$ cat src/rtl/is_uart_rx_fsm.sv
// UART receive FSM: oversamples the serial line, recovers DATA_W-bit frames and
// holds the byte with parity/framing/overrun status until the core acknowledges it.
module is_uart_rx_fsm #(
    parameter int DATA_W     = 8,
    parameter int OVS        = 16,
    parameter bit PARITY_EN  = 1'b1,
    parameter bit PARITY_ODD = 1'b0
) (
    input  logic              clk_i,
    input  logic              rst_i,
    input  logic              os_ce_i,
    input  logic              rxd_i,
    input  logic              rx_ack_i,
    output logic [DATA_W-1:0] rx_data_o,
    output logic              rx_data_en_o,
    output logic              rx_rdy_r_o,
    output logic              rx_par_err_o,
    output logic              rx_frm_err_o,
    output logic              rx_ovr_r_o,
    output logic              rxct_r_o
);

    localparam int TICK_W = (OVS > 2) ? $clog2(OVS) : 1;
    localparam int BIT_W  = (DATA_W > 1) ? $clog2(DATA_W) : 1;

    localparam logic [TICK_W-1:0] TICK_HALF = TICK_W'(OVS / 2 - 1);
    localparam logic [TICK_W-1:0] TICK_LAST = TICK_W'(OVS - 1);
    localparam logic [BIT_W-1:0]  BIT_LAST  = BIT_W'(DATA_W - 1);

    localparam logic [2:0] S_IDLE  = 3'd0;
    localparam logic [2:0] S_RSTRB = 3'd1;
    localparam logic [2:0] S_RDT   = 3'd2;
    localparam logic [2:0] S_RPARB = 3'd3;
    localparam logic [2:0] S_RSTB  = 3'd4;
    localparam logic [2:0] S_WEND  = 3'd5;

    // Received parity bit against the data; 1 means the frame carries a parity error.
    function automatic logic parity_err(input logic par_bit, input logic [DATA_W-1:0] data);
        return par_bit ^ (^data) ^ PARITY_ODD;
    endfunction

    logic              sync1_q;
    logic              rxd_s_q;

    logic [2:0]        state_q,     state_d;
    logic [TICK_W-1:0] tick_cnt_q,  tick_cnt_d;
    logic [BIT_W-1:0]  bit_cnt_q,   bit_cnt_d;
    logic [DATA_W-1:0] shift_q,     shift_d;
    logic              par_err_q,   par_err_d;
    logic [DATA_W-1:0] data_q,      data_d;
    logic              data_en_q,   data_en_d;
    logic              par_flag_q,  par_flag_d;
    logic              frm_flag_q,  frm_flag_d;
    logic              rdy_q,       rdy_d;
    logic              ovr_q,       ovr_d;
    logic              rxct_q,      rxct_d;

    // Two-stage synchronizer for the asynchronous line; resets to the idle (high) level.
    always_ff @(posedge clk_i or negedge rst_i) begin
        if (!rst_i) begin
            sync1_q <= 1'b1;
            rxd_s_q <= 1'b1;
        end else begin
            sync1_q <= rxd_i;
            rxd_s_q <= sync1_q;
        end
    end

    always_comb begin
        state_d    = state_q;
        tick_cnt_d = tick_cnt_q;
        bit_cnt_d  = bit_cnt_q;
        shift_d    = shift_q;
        par_err_d  = par_err_q;
        data_d     = data_q;
        data_en_d  = 1'b0;
        par_flag_d = par_flag_q;
        frm_flag_d = frm_flag_q;
        rxct_d     = rxct_q;

        if (os_ce_i) begin
            case (state_q)
                S_IDLE: begin
                    if (!rxd_s_q) begin
                        state_d    = S_RSTRB;
                        tick_cnt_d = '0;
                    end
                end
                S_RSTRB: begin
                    if (tick_cnt_q == TICK_HALF) begin
                        tick_cnt_d = '0;
                        if (rxd_s_q) begin
                            state_d = S_IDLE;
                        end else begin
                            state_d = S_RDT;
                            rxct_d  = 1'b0;
                        end
                    end else begin
                        tick_cnt_d = tick_cnt_q + TICK_W'(1);
                    end
                end
                S_RDT: begin
                    if (tick_cnt_q == TICK_LAST) begin
                        tick_cnt_d = '0;
                        shift_d    = {rxd_s_q, shift_q[DATA_W-1:1]};
                        if (bit_cnt_q == BIT_LAST) begin
                            bit_cnt_d = '0;
                            state_d   = PARITY_EN ? S_RPARB : S_RSTB;
                        end else begin
                            bit_cnt_d = bit_cnt_q + BIT_W'(1);
                        end
                    end else begin
                        tick_cnt_d = tick_cnt_q + TICK_W'(1);
                    end
                end
                S_RPARB: begin
                    if (tick_cnt_q == TICK_LAST) begin
                        tick_cnt_d = '0;
                        par_err_d  = parity_err(rxd_s_q, shift_q);
                        state_d    = S_RSTB;
                    end else begin
                        tick_cnt_d = tick_cnt_q + TICK_W'(1);
                    end
                end
                S_RSTB: begin
                    // Only the first stop bit is checked; extra stop bits look like idle line.
                    if (tick_cnt_q == TICK_LAST) begin
                        tick_cnt_d = '0;
                        data_d     = shift_q;
                        data_en_d  = 1'b1;
                        par_flag_d = PARITY_EN ? par_err_q : 1'b0;
                        frm_flag_d = ~rxd_s_q;
                        if (rxd_s_q) begin
                            state_d = S_IDLE;
                            rxct_d  = 1'b1;
                        end else begin
                            state_d = S_WEND;
                        end
                    end else begin
                        tick_cnt_d = tick_cnt_q + TICK_W'(1);
                    end
                end
                S_WEND: begin
                    // A held-low line (break) must return high before a new start is accepted.
                    if (rxd_s_q) begin
                        state_d = S_IDLE;
                        rxct_d  = 1'b1;
                    end
                end
                default: begin
                    state_d    = S_IDLE;
                    tick_cnt_d = '0;
                    bit_cnt_d  = '0;
                    rxct_d     = 1'b1;
                end
            endcase
        end
    end

    // Handshake with the core: a completion wins over a simultaneous acknowledge.
    always_comb begin
        rdy_d = rdy_q;
        ovr_d = ovr_q;
        if (data_en_q) begin
            rdy_d = 1'b1;
        end else if (rx_ack_i) begin
            rdy_d = 1'b0;
        end
        if (data_en_q && rdy_q && !rx_ack_i) begin
            ovr_d = 1'b1;
        end else if (rx_ack_i) begin
            ovr_d = 1'b0;
        end
    end

    always_ff @(posedge clk_i or negedge rst_i) begin
        if (!rst_i) begin
            state_q    <= S_IDLE;
            tick_cnt_q <= '0;
            bit_cnt_q  <= '0;
            data_q     <= '0;
            data_en_q  <= 1'b0;
            par_flag_q <= 1'b0;
            frm_flag_q <= 1'b0;
            rdy_q      <= 1'b0;
            ovr_q      <= 1'b0;
            rxct_q     <= 1'b1;
        end else begin
            state_q    <= state_d;
            tick_cnt_q <= tick_cnt_d;
            bit_cnt_q  <= bit_cnt_d;
            data_q     <= data_d;
            data_en_q  <= data_en_d;
            par_flag_q <= par_flag_d;
            frm_flag_q <= frm_flag_d;
            rdy_q      <= rdy_d;
            ovr_q      <= ovr_d;
            rxct_q     <= rxct_d;
        end
    end

    // Datapath scratch registers are fully rewritten every frame before use.
    always_ff @(posedge clk_i) begin
        shift_q   <= shift_d;
        par_err_q <= par_err_d;
    end

    assign rx_data_o    = data_q;
    assign rx_data_en_o = data_en_q;
    assign rx_rdy_r_o   = rdy_q;
    assign rx_par_err_o = par_flag_q;
    assign rx_frm_err_o = frm_flag_q;
    assign rx_ovr_r_o   = ovr_q;
    assign rxct_r_o     = rxct_q;

endmodule

$ cat config.mk
export PLATFORM = sky130hd
export DESIGN_NAME = is_uart_rx_fsm
export DESIGN_NICKNAME = d
export VERILOG_FILES = /design/src/rtl/is_uart_rx_fsm.sv
export SDC_FILE = /design/constraint.sdc
export NUM_CORES = 1
export LEC_CHECK = 0
export CAP_MARGIN = 40
export CORE_UTILIZATION = 29
export DETAILED_ROUTE_END_ITERATION = 8
export PLACE_DENSITY_LB_ADDON = 0.2
export SYNTH_ARGS = -nofsm -noshare
export SYNTH_HDL_FRONTEND = slang
export SYNTH_SLANG_ARGS = --single-unit
$ cat constraint.sdc
create_clock -name clk_i -period 1.6 [get_ports clk_i]
set_input_delay 0.24 -clock clk_i [delete_from_list [all_inputs] [get_ports clk_i]]
set_output_delay 0.24 -clock clk_i [all_outputs]
set_load 0.01 [all_outputs]
==> impl_metrics.ini, run 1 <==
[placement]
dp_hpwl_um = 2190
io_buffers = 18
gp_congestion = 0.790
pre_cts_slack_ns = -0.101

[synth]
synth_top_area_share_pct = 36.8
ys_ff_latch = 35
syn_avg_cell_area_um2 = 12.4
yosys_warnings = 0
netlist_instances = 126
ys_types = 35
netlist_area_um2 = 1570
synth_seq_area_share_pct = 59.1
synthTopCellsByArea = dfrtp_1 37%, edfxtp_1 17%, mux2_1 6.5%
yosysTopAreaCell = dfrtp_1
syn_nets = 134

[grt]
grtUsageTotal_pct = 12.2
grt_remaining_overflow = 0
grt_pass1_wl_um = 5000
grt_antenna_before_repair = 0
grt_max_degree = 27
grt_pass1_vias = 1093

[cells_and_area]
fill_cells = 493
regArea_um2 = 925
area_growth_pct = 40.1
diodes = 0
multi_input_area_um2 = 656
drive_above_1_share_pct = 29.3
nNetsFinal = 181

[clock_network]
clk_latency_ns = 0.29
clkTransAtPathRegs_ns = 0.08
clock-sinks = 35
cts_buffer_depth = 2
cts_tree = built
cts_buffers = 5
htree_levels = 2
root_buffer = clkbuf_8

[floorplanning]
die_h_um = 75.5
die_w_um = 75.5
num_rows = 26
die-area_um2 = 5690
core_area_um2 = 5140
start_util_pct = 30.5
num_io_pins = 19

[critical_path]
reg2reg_depth = 6
crit_fanout = 4
crit_path_max_incr_delay_ns = 0.40
endpoint = state_q[0]
end_kind = register
worstPathArrival_ns = 1.87
worst-path-buf-inv = 0
r2r_start = tick_cnt_q[0]
cp-start-kind = register
slowest_stage = dfrtp_1
crit_start = tick_cnt_q[0]
cp_cell_sequence = ha_4 > and3_4 > nor3_1 > a311o_2 > nor2_4 > mux2_4
path_class = reg -> reg
crit_family = flip-flops
worstPathRequired_ns = 1.78
crit_cells = 6
rr_endpoint = state_q[0]
r2r_setup_slack_ns = -0.09

[detailed_routing]
vias = 1089
antenna_left = 0
dr.pass1.iters = 4
vias_per_cell = 4.46
drc = 0
routedWlPerCell_um = 12.5
drt_wl_total_um = 3060
drt_iter0_drc = 39

[job]
max_cap_viol_count = 0

[power_and_ir_drop]
powerDensity_nw_per_um2 = 1280
power_mw = 2.81
p_leak_nw = 0.959
vdd_drop_max_mv = 0.599

[timing]
setup_viol = 15
timing.hold.ws_ns = 0.320
hold_viol = 0
drv_slew = 0
clock_skew_ns = 0.00631
max_slew_margin_pct = 77.0
setup_ws_ns = -0.0911
grt_setup_unrepaired = yes
timing_worst_slew_pin_value_ns = 0.342
fmax_ghz = 0.591
fin_crit_ns = 1.69
finalCritPeriodShare_pct = 106

[hold_path]
hp-class = in -> async

[outcome]
violations = negative setup slack
outcome = finished, violations left
## cell usage in the layout (no fill, tap or decap), drive strengths merged, types with 4 or more instances in the layout
cell / count
edfxtp: 9
buf: 26
dfrtp: 23
a21oi: 4
o21ai: 5
clkdlybuf4s50: 17
nand2b: 4
inv: 5
nor2: 11
mux2: 11
xnor2: 6
clkbuf: 5
nand2: 11
## state kept, by name, indices dropped and copies added (netlist names), 3 cells and up
name / cells
rx_data_o: 8
bit_cnt_q: 3
tick_cnt_q: 4
shift_q: 8
state_q: 3
## cells by family after synthesis
logic type	count (synthesis)	synth area share, %
AOI/OAI and AO/OA	22	10.4
DFF	35	59.1
and+or+nand+nor	35	11.0
buffers and inverters	9	2.48
adders and majority gates	3	2.40
muxes	13	9.67
xor gates and xnor gates	9	5.04
## Yosys cell counts
master     n
xnor2_1    6
a311oi_2   1
o211ai_2   1
and2_1     1
buf_4      1
nand2b_1   3
o31ai_1    3
dfrtp_1   23
o211ai_1   2
a21oi_1    4
xor2_1     3
o21ai_0    2
edfxtp_1   9
nand2b_2   1
ha_1       3
nor3_1     2
a22oi_1    1
nand2_1   11
dfstp_2    3
mux2_4     2
inv_1      5
o21ai_1    3
clkbuf_1   2
nor2_1    10
nor2_4     1
a22o_1     3
or4b_1     1
a311o_2    1
nand3_1    3
a21o_1     1
mux2_1     9
or2_0      1
mux2i_1    2
and3_1     1
buf_2      1
## layer usage
layer,vias to the layer above,wire length (um),GRT usage [%]
met3,6,109,3.57
met4,0,58,6.17
met2,18,1480,19.8
li1,538,-,-
met1,527,1410,14.7
met5,-,0,0
## metrics by stage
step | cell area [um^2] | instances | utilization [%] | setup TNS [ns]
after floorplan | 1580 | 126 | - | -0.130
after global routing | 2190 | 244 | 42.7 | -1.88
after global placement | 2030 | 235 | 39.5 | -0.319
final | 2190 | 244 | 42.7 | -0.368
after CTS | 2160 | 244 | 42.1 | -0.301
after detailed placement | 2030 | 235 | 39.5 | -0.547
## worst min path at each step
| stage | startpoint | to | cells past startpoint |
|---|---|---|---|
| 2_1_floorplan | rst_i | bit_cnt_q[0] | 0 |
| 3_3_place_gp | sync1_q | rxd_s_q | 0 |
| 3_5_place_dp | sync1_q | rxd_s_q | 0 |
| 4_1_cts | rst_i | rx_data_o[3] | 2 |
| 5_1_grt | rxd_i | sync1_q | 1 |
| 6_report | rst_i | rx_data_o[3] | 2 |
## where the power goes
| group | switching, mW | internal [mW] | leakage (nW) | total, mW |
|---|---|---|---|---|
| logic | 0.389 | 0.466 | 0.482 | 0.854 |
| registers | 0.134 | 1.01 | 0.419 | 1.15 |
| clock network | 0.342 | 0.464 | 0.0581 | 0.806 |
## layout make-up
| class | instances | share of cell area (%) |
|---|---|---|
| clock buffers | 5 | 3.14 |
| well taps | 70 | 3.99 |
| flip-flops and latches | 35 | 42.2 |
| inverters | 5 | 0.856 |
| clock inverters | 3 | 2.00 |
| repair buffers | 44 | 18.0 |
| multi-input cells | 82 | 29.9 |
## timing repair
action	CTS	global route
buffers inserted	1	0
pin swaps	3	0
gates resized for setup	5	5
endpoints found under the setup margin	14	27
hold buffers	0	0
Note: power is estimated with default switching activity, not from simulation.
==> run 2: changes to the inputs <==
--- a/config.mk
+++ b/config.mk
@@ -6,9 +6,10 @@
 export NUM_CORES = 1
 export LEC_CHECK = 0
 export CAP_MARGIN = 40
+export CORE_ASPECT_RATIO = 0.75
 export CORE_UTILIZATION = 29
 export DETAILED_ROUTE_END_ITERATION = 8
-export PLACE_DENSITY_LB_ADDON = 0.2
+export PLACE_DENSITY = 0.53
 export SYNTH_ARGS = -nofsm -noshare
 export SYNTH_HDL_FRONTEND = slang
 export SYNTH_SLANG_ARGS = --single-unit
==> run 2 against run 1 <==
Net effect: the run still ends with negative setup slack left; flip-flop and latch count unchanged; core utilization increased by 0.67 points; register-to-register slack about the same; maximum frequency decreased by 0.53%; power decreased by 7.7%; worst setup slack got worse by 0.0089 ns; critical path depth unchanged; final cell count increased by 0.82%; global-route usage increased by 0.24 points; clock power decreased by 26%; critical endpoint unchanged; largest power group unchanged; highest routed layer unchanged.
==> impl_metrics.ini, run 2 (synthesis results as in run 1) <==
[timing]
setup_viol = 5
fin_crit_ns = 1.70
drv_slew = 0
timing_worst_slew_pin_value_ns = 0.354
fmax_ghz = 0.588
max_slew_margin_pct = 76.4
setup_tns_ns = -0.230
hold_viol = 0
finalCritPeriodShare_pct = 106
clock_skew_ns = 0.00279
grt_setup_unrepaired = yes
setup_ws_ns = -0.100

[floorplanning]
die_h_um = 65.6
num_rows = 22
start_util_pct = 31.1
num_io_pins = 19
die_w_um = 86.8
core_area_um2 = 5040
die-area_um2 = 5700

[clock_network]
cts_hold_buf = 0
cts_buffer_depth = 2
clk_latency_ns = 0.27
clkTransAtPathRegs_ns = 0.07
clock-sinks = 35
root_buffer = clkbuf_8
cts_tree = built
htree_levels = 2
cts_buffers = 5

[cells_and_area]
drive_above_1_share_pct = 32.2
postLayoutCoreUtil_pct = 43.3
nNetsFinal = 181
postLayoutCellArea_um2 = 2180
most-common-layout-cells = 23 x buf_4, 22 x dfrtp_1, 17 x clkdlybuf4s50_1
fill_cells = 475
diodes = 0
area_growth_pct = 39.5
final_common_cell = buf_4

[power_and_ir_drop]
vdd_drop_max_mv = 0.375
p_switching_uw = 825
pwr-share-seq_pct = 44.3
intPower_mw = 1.77
swShare_pct = 31.8
p_leak_nw = 0.942
clockPowerShare_pct = 23.0
pwr-share-comb_pct = 32.7
powerDensity_nw_per_um2 = 1190

[hold_path]
hp-class = in -> async

[outcome]
violations = negative setup slack
outcome = finished, violations left

[grt]
grt_pass1_vias = 1124
grt_antenna_before_repair = 0
grt_pass1_wl_um = 5310
grt_max_degree = 27
grt_remaining_overflow = 0
grtUsageTotal_pct = 12.4

[placement]
dp_hpwl_um = 2190
gp_congestion = 0.880
place_area_um2 = 2010
io_buffers = 18
pre_cts_slack_ns = -0.125

[detailed_routing]
dr.pass1.iters = 4
drt_wl_total_um = 3150
vias = 1108
drc = 0
vias_per_cell = 4.50
routedWlPerCell_um = 12.8
antenna_left = 0
drt_iter0_drc = 79

[critical_path]
r2r_setup_slack_ns = -0.10
worstPathRequired_ns = 1.76
endpoint = state_q[0]
worst-path-buf-inv = 0
worstPathArrival_ns = 1.86
crit_cells = 6
slowest_stage = dfrtp_1
cp-start-kind = register
end_kind = register
crit_family = flip-flops
crit_path_max_incr_delay_ns = 0.40
path_class = reg -> reg
crit_fanout = 4
r2r_start = tick_cnt_q[1]
cp_cell_sequence = ha_4 > and3_4 > nor3_2 > a311o_2 > nor2_4 > mux2_4
crit_start = tick_cnt_q[1]
reg2reg_depth = 6
rr_endpoint = state_q[0]

[job]
max_cap_viol_count = 0
==> run 2: worst register-to-register path: stages, from the launching register on <==
cell and delay [ns]:
dfrtp_1 0.40, ha_4 0.18, and3_4 0.19, nor3_2 0.04, a311o_2 0.34, nor2_4 0.13, mux2_4 0.31
==> run 2: routing by layer <==
layer  global-route usage (%)  vias up  part of all wire, %
met5                        0        -                    0
met4                     3.13        0                 0.41
met3                     3.39        2                  2.8
met2                     19.3       17                   45
met1                     17.1      550                   52
li1                         -      539                    -
==> run 2: power by group through the flow <==
stage,registers [mW],clock network [mW],logic [mW]
global placement,1.14,0,0.765
detailed placement,1.15,0,0.785
CTS,1.14,0.628,0.782
finish,1.15,0.597,0.847
floorplan,1.13,0,0.459
global route,1.17,0.655,0.937
==> run 2: how the worst min path moves through the flow <==
stage / start / endpoint / slack (ns) / cells past startpoint
6_report: rst_i / tick_cnt_q[0] / 0.35 / 2
5_1_grt: rst_i / rx_data_o[6] / 0.37 / 2
4_1_cts: rst_i / tick_cnt_q[0] / 0.35 / 2
3_5_place_dp: sync1_q / rxd_s_q / 0.35 / 0
3_3_place_gp: sync1_q / rxd_s_q / 0.35 / 0
2_1_floorplan: rst_i / bit_cnt_q[0] / -0.06 / 0
==> run 2: area by class of cell <==
type                            instances  area, um^2  share of cell area, %
Sequential cell                        35         926                   42.4
Multi-Input combinational cell         82         673                   30.8
Timing Repair Buffer                   44         394                   18.1
Tap cell                               72        90.1                   4.13
Clock buffer                            6        72.6                   3.32
Inverter                                5        18.8                  0.860
Clock inverter                          2        8.76                  0.401
==> run 2: through the flow <==
step / total power [mW] / hold slack (ns) / std cells
floorplan: 1.59 / -0.0556 / 126
CTS: 2.55 / 0.352 / 243
detailed placement: 1.94 / 0.351 / 234
global placement: 1.91 / 0.349 / 234
global route: 2.76 / 0.369 / 246
finish: 2.59 / 0.345 / 246
==> run 2: what timing repair did <==
action,in CTS,in global routing
pin swaps,2,4
resized for setup,12,6
setup endpoints to repair,22,28
gates cloned,1,0
buffers inserted,0,3
hold endpoints to repair,0,0
==> run 3: changes to the inputs <==
--- a/config.mk
+++ b/config.mk
@@ -10,6 +10,7 @@
 export CORE_UTILIZATION = 29
 export DETAILED_ROUTE_END_ITERATION = 8
 export PLACE_DENSITY = 0.53
+export RECOVER_POWER = 50
 export SYNTH_ARGS = -nofsm -noshare
 export SYNTH_HDL_FRONTEND = slang
 export SYNTH_SLANG_ARGS = --single-unit
==> run 3 against run 2 <==
Net effect: wire length shrank 0.13%; clock-buffer cell count did not move; final cell count unchanged; clock power about the same; the run still ends with negative setup slack left; critical path depth unchanged.
==> impl_metrics.ini, run 3 (synthesis results as in run 1) <==
[grt]
grtUsageTotal_pct = 12.4
grt_pass1_wl_um = 5310
grt_max_degree = 27
grt_antenna_before_repair = 0
grt_pass1_vias = 1124
grt_remaining_overflow = 0

[critical_path]
worst-path-buf-inv = 0
crit_fanout = 4
crit_family = flip-flops
slowest_stage = dfrtp_1
worstPathArrival_ns = 1.86
end_kind = register
path_class = reg -> reg
cp_cell_sequence = ha_4 > and3_4 > nor3_2 > a311o_2 > nor2_4 > mux2_4
worstPathRequired_ns = 1.76
cp-start-kind = register
crit_path_max_incr_delay_ns = 0.40

[floorplanning]
start_util_pct = 31.1
die_h_um = 65.6
die-area_um2 = 5700
die_w_um = 86.8
num_io_pins = 19
num_rows = 22
core_area_um2 = 5040

[placement]
io_buffers = 18
dp_hpwl_um = 2190
dp.cells = 234
gp_congestion = 0.880

[cells_and_area]
nNetsFinal = 181
drive_above_1_share_pct = 32.2
finalNonFillerCells = 246
postLayoutCoreUtil_pct = 43.3
area_growth_pct = 39.3
most-common-layout-cells = 22 x dfrtp_1, 22 x buf_4, 15 x clkdlybuf4s50_1
diodes = 0

[timing]
setup_ws_ns = -0.100
fin_crit_ns = 1.70
timing_worst_slew_pin_value_ns = 0.688
hold_viol = 0
drv_slew = 0
setup_viol = 5
max_slew_margin_pct = 54.1
finalCritPeriodShare_pct = 106
grt_setup_unrepaired = yes
timing.hold.ws_ns = 0.362
clock_skew_ns = 0.00275
fmax_ghz = 0.588

[outcome]
outcome = finished, violations left
violations = negative setup slack

[job]
max_cap_viol_count = 0

[power_and_ir_drop]
pwr-share-seq_pct = 44.3
swShare_pct = 31.8
powerDensity_nw_per_um2 = 1190
p_switching_uw = 826
p_leak_nw = 0.942
vdd_drop_max_mv = 0.375
intPower_mw = 1.77
clockPowerShare_pct = 23.0
pwr-share-comb_pct = 32.6

[clock_network]
clk_latency_ns = 0.27
htree_levels = 2
cts_buffer_depth = 2
clkTransAtPathRegs_ns = 0.07
cts_buffers = 5
clock-sinks = 35
root_buffer = clkbuf_8
cts_tree = built

[detailed_routing]
vias = 1111
drt_iter0_drc = 77
drc = 0
antenna_left = 0
vias_per_cell = 4.52
dr.pass1.iters = 4
routedWlPerCell_um = 12.8
drt_wl_total_um = 3150

[hold_path]
hp-class = reg -> reg
==> run 3: worst reg2reg max path, cell delays in order (launching register included) <==
cell,delay [ns]
dfrtp_1,0.40
ha_4,0.18
and3_4,0.19
nor3_2,0.04
a311o_2,0.34
nor2_4,0.13
mux2_4,0.31
==> run 3: repair_timing <==
action / CTS / global route
hold endpoints to repair: 0 / 0
pin swaps: 2 / 4
cloned: 1 / 0
buffers inserted: 0 / 3
gates resized for setup: 12 / 6
hold buffers: 0 / 0
setup endpoints to repair: 22 / 28
==> run 3: final cells by class <==
cell class	count	area [um^2]
clock buffers	6	72.6
clock inverters	2	8.76
fillers	476	2860
inverters	5	18.8
multi-input cells	82	673
flip-flops and latches	35	926
well taps	72	90.1
repair buffers	44	392
==> run 3: path summary, 6_finish.rpt <==
path | slack, ns | start | cells past startpoint | endpoint
worst max-delay path | -0.10 | tick_cnt_q[1] | 6 | state_q[0]
worst min-delay path | 0.36 | sync1_q | 0 | rxd_s_q
worst max register to register | -0.10 | tick_cnt_q[1] | 6 | state_q[0]
worst min register to register | 0.36 | sync1_q | 0 | rxd_s_q
max in group asynchronous | 0.58 | rst_i | 2 | state_q[1]
min in group asynchronous | 0.54 | rst_i | 2 | rx_data_o[6]
==> run 3: per-layer routing <==
| metal | track usage (%) | share of wire [%] |
|---|---|---|
| met1 | 17.1 | 52 |
| met2 | 19.3 | 45 |
| met4 | 3.13 | 0.41 |
| met3 | 3.39 | 2.8 |
| met5 | 0 | 0 |
==> run 3: metrics by stage <==
step | setup WS [ns] | cell area, um^2 | setup TNS (ns) | power, mW
after floorplan | -0.0651 | 1580 | -0.130 | 1.59
after global placement | -0.0466 | 2010 | -0.265 | 1.91
after detailed placement | -0.125 | 2010 | -0.488 | 1.94
after CTS | -0.102 | 2140 | -0.376 | 2.55
after global routing | -0.138 | 2180 | -1.15 | 2.76
final | -0.100 | 2180 | -0.229 | 2.59
==> run 3: power groups by stage <==
stage | combinational (mW) | clock [mW] | sequential (mW)
after floorplan | 0.459 | 0 | 1.13
after detailed placement | 0.785 | 0 | 1.15
after CTS | 0.782 | 0.628 | 1.14
after global placement | 0.765 | 0 | 1.14
after global routing | 0.936 | 0.655 | 1.17
final | 0.846 | 0.597 | 1.15
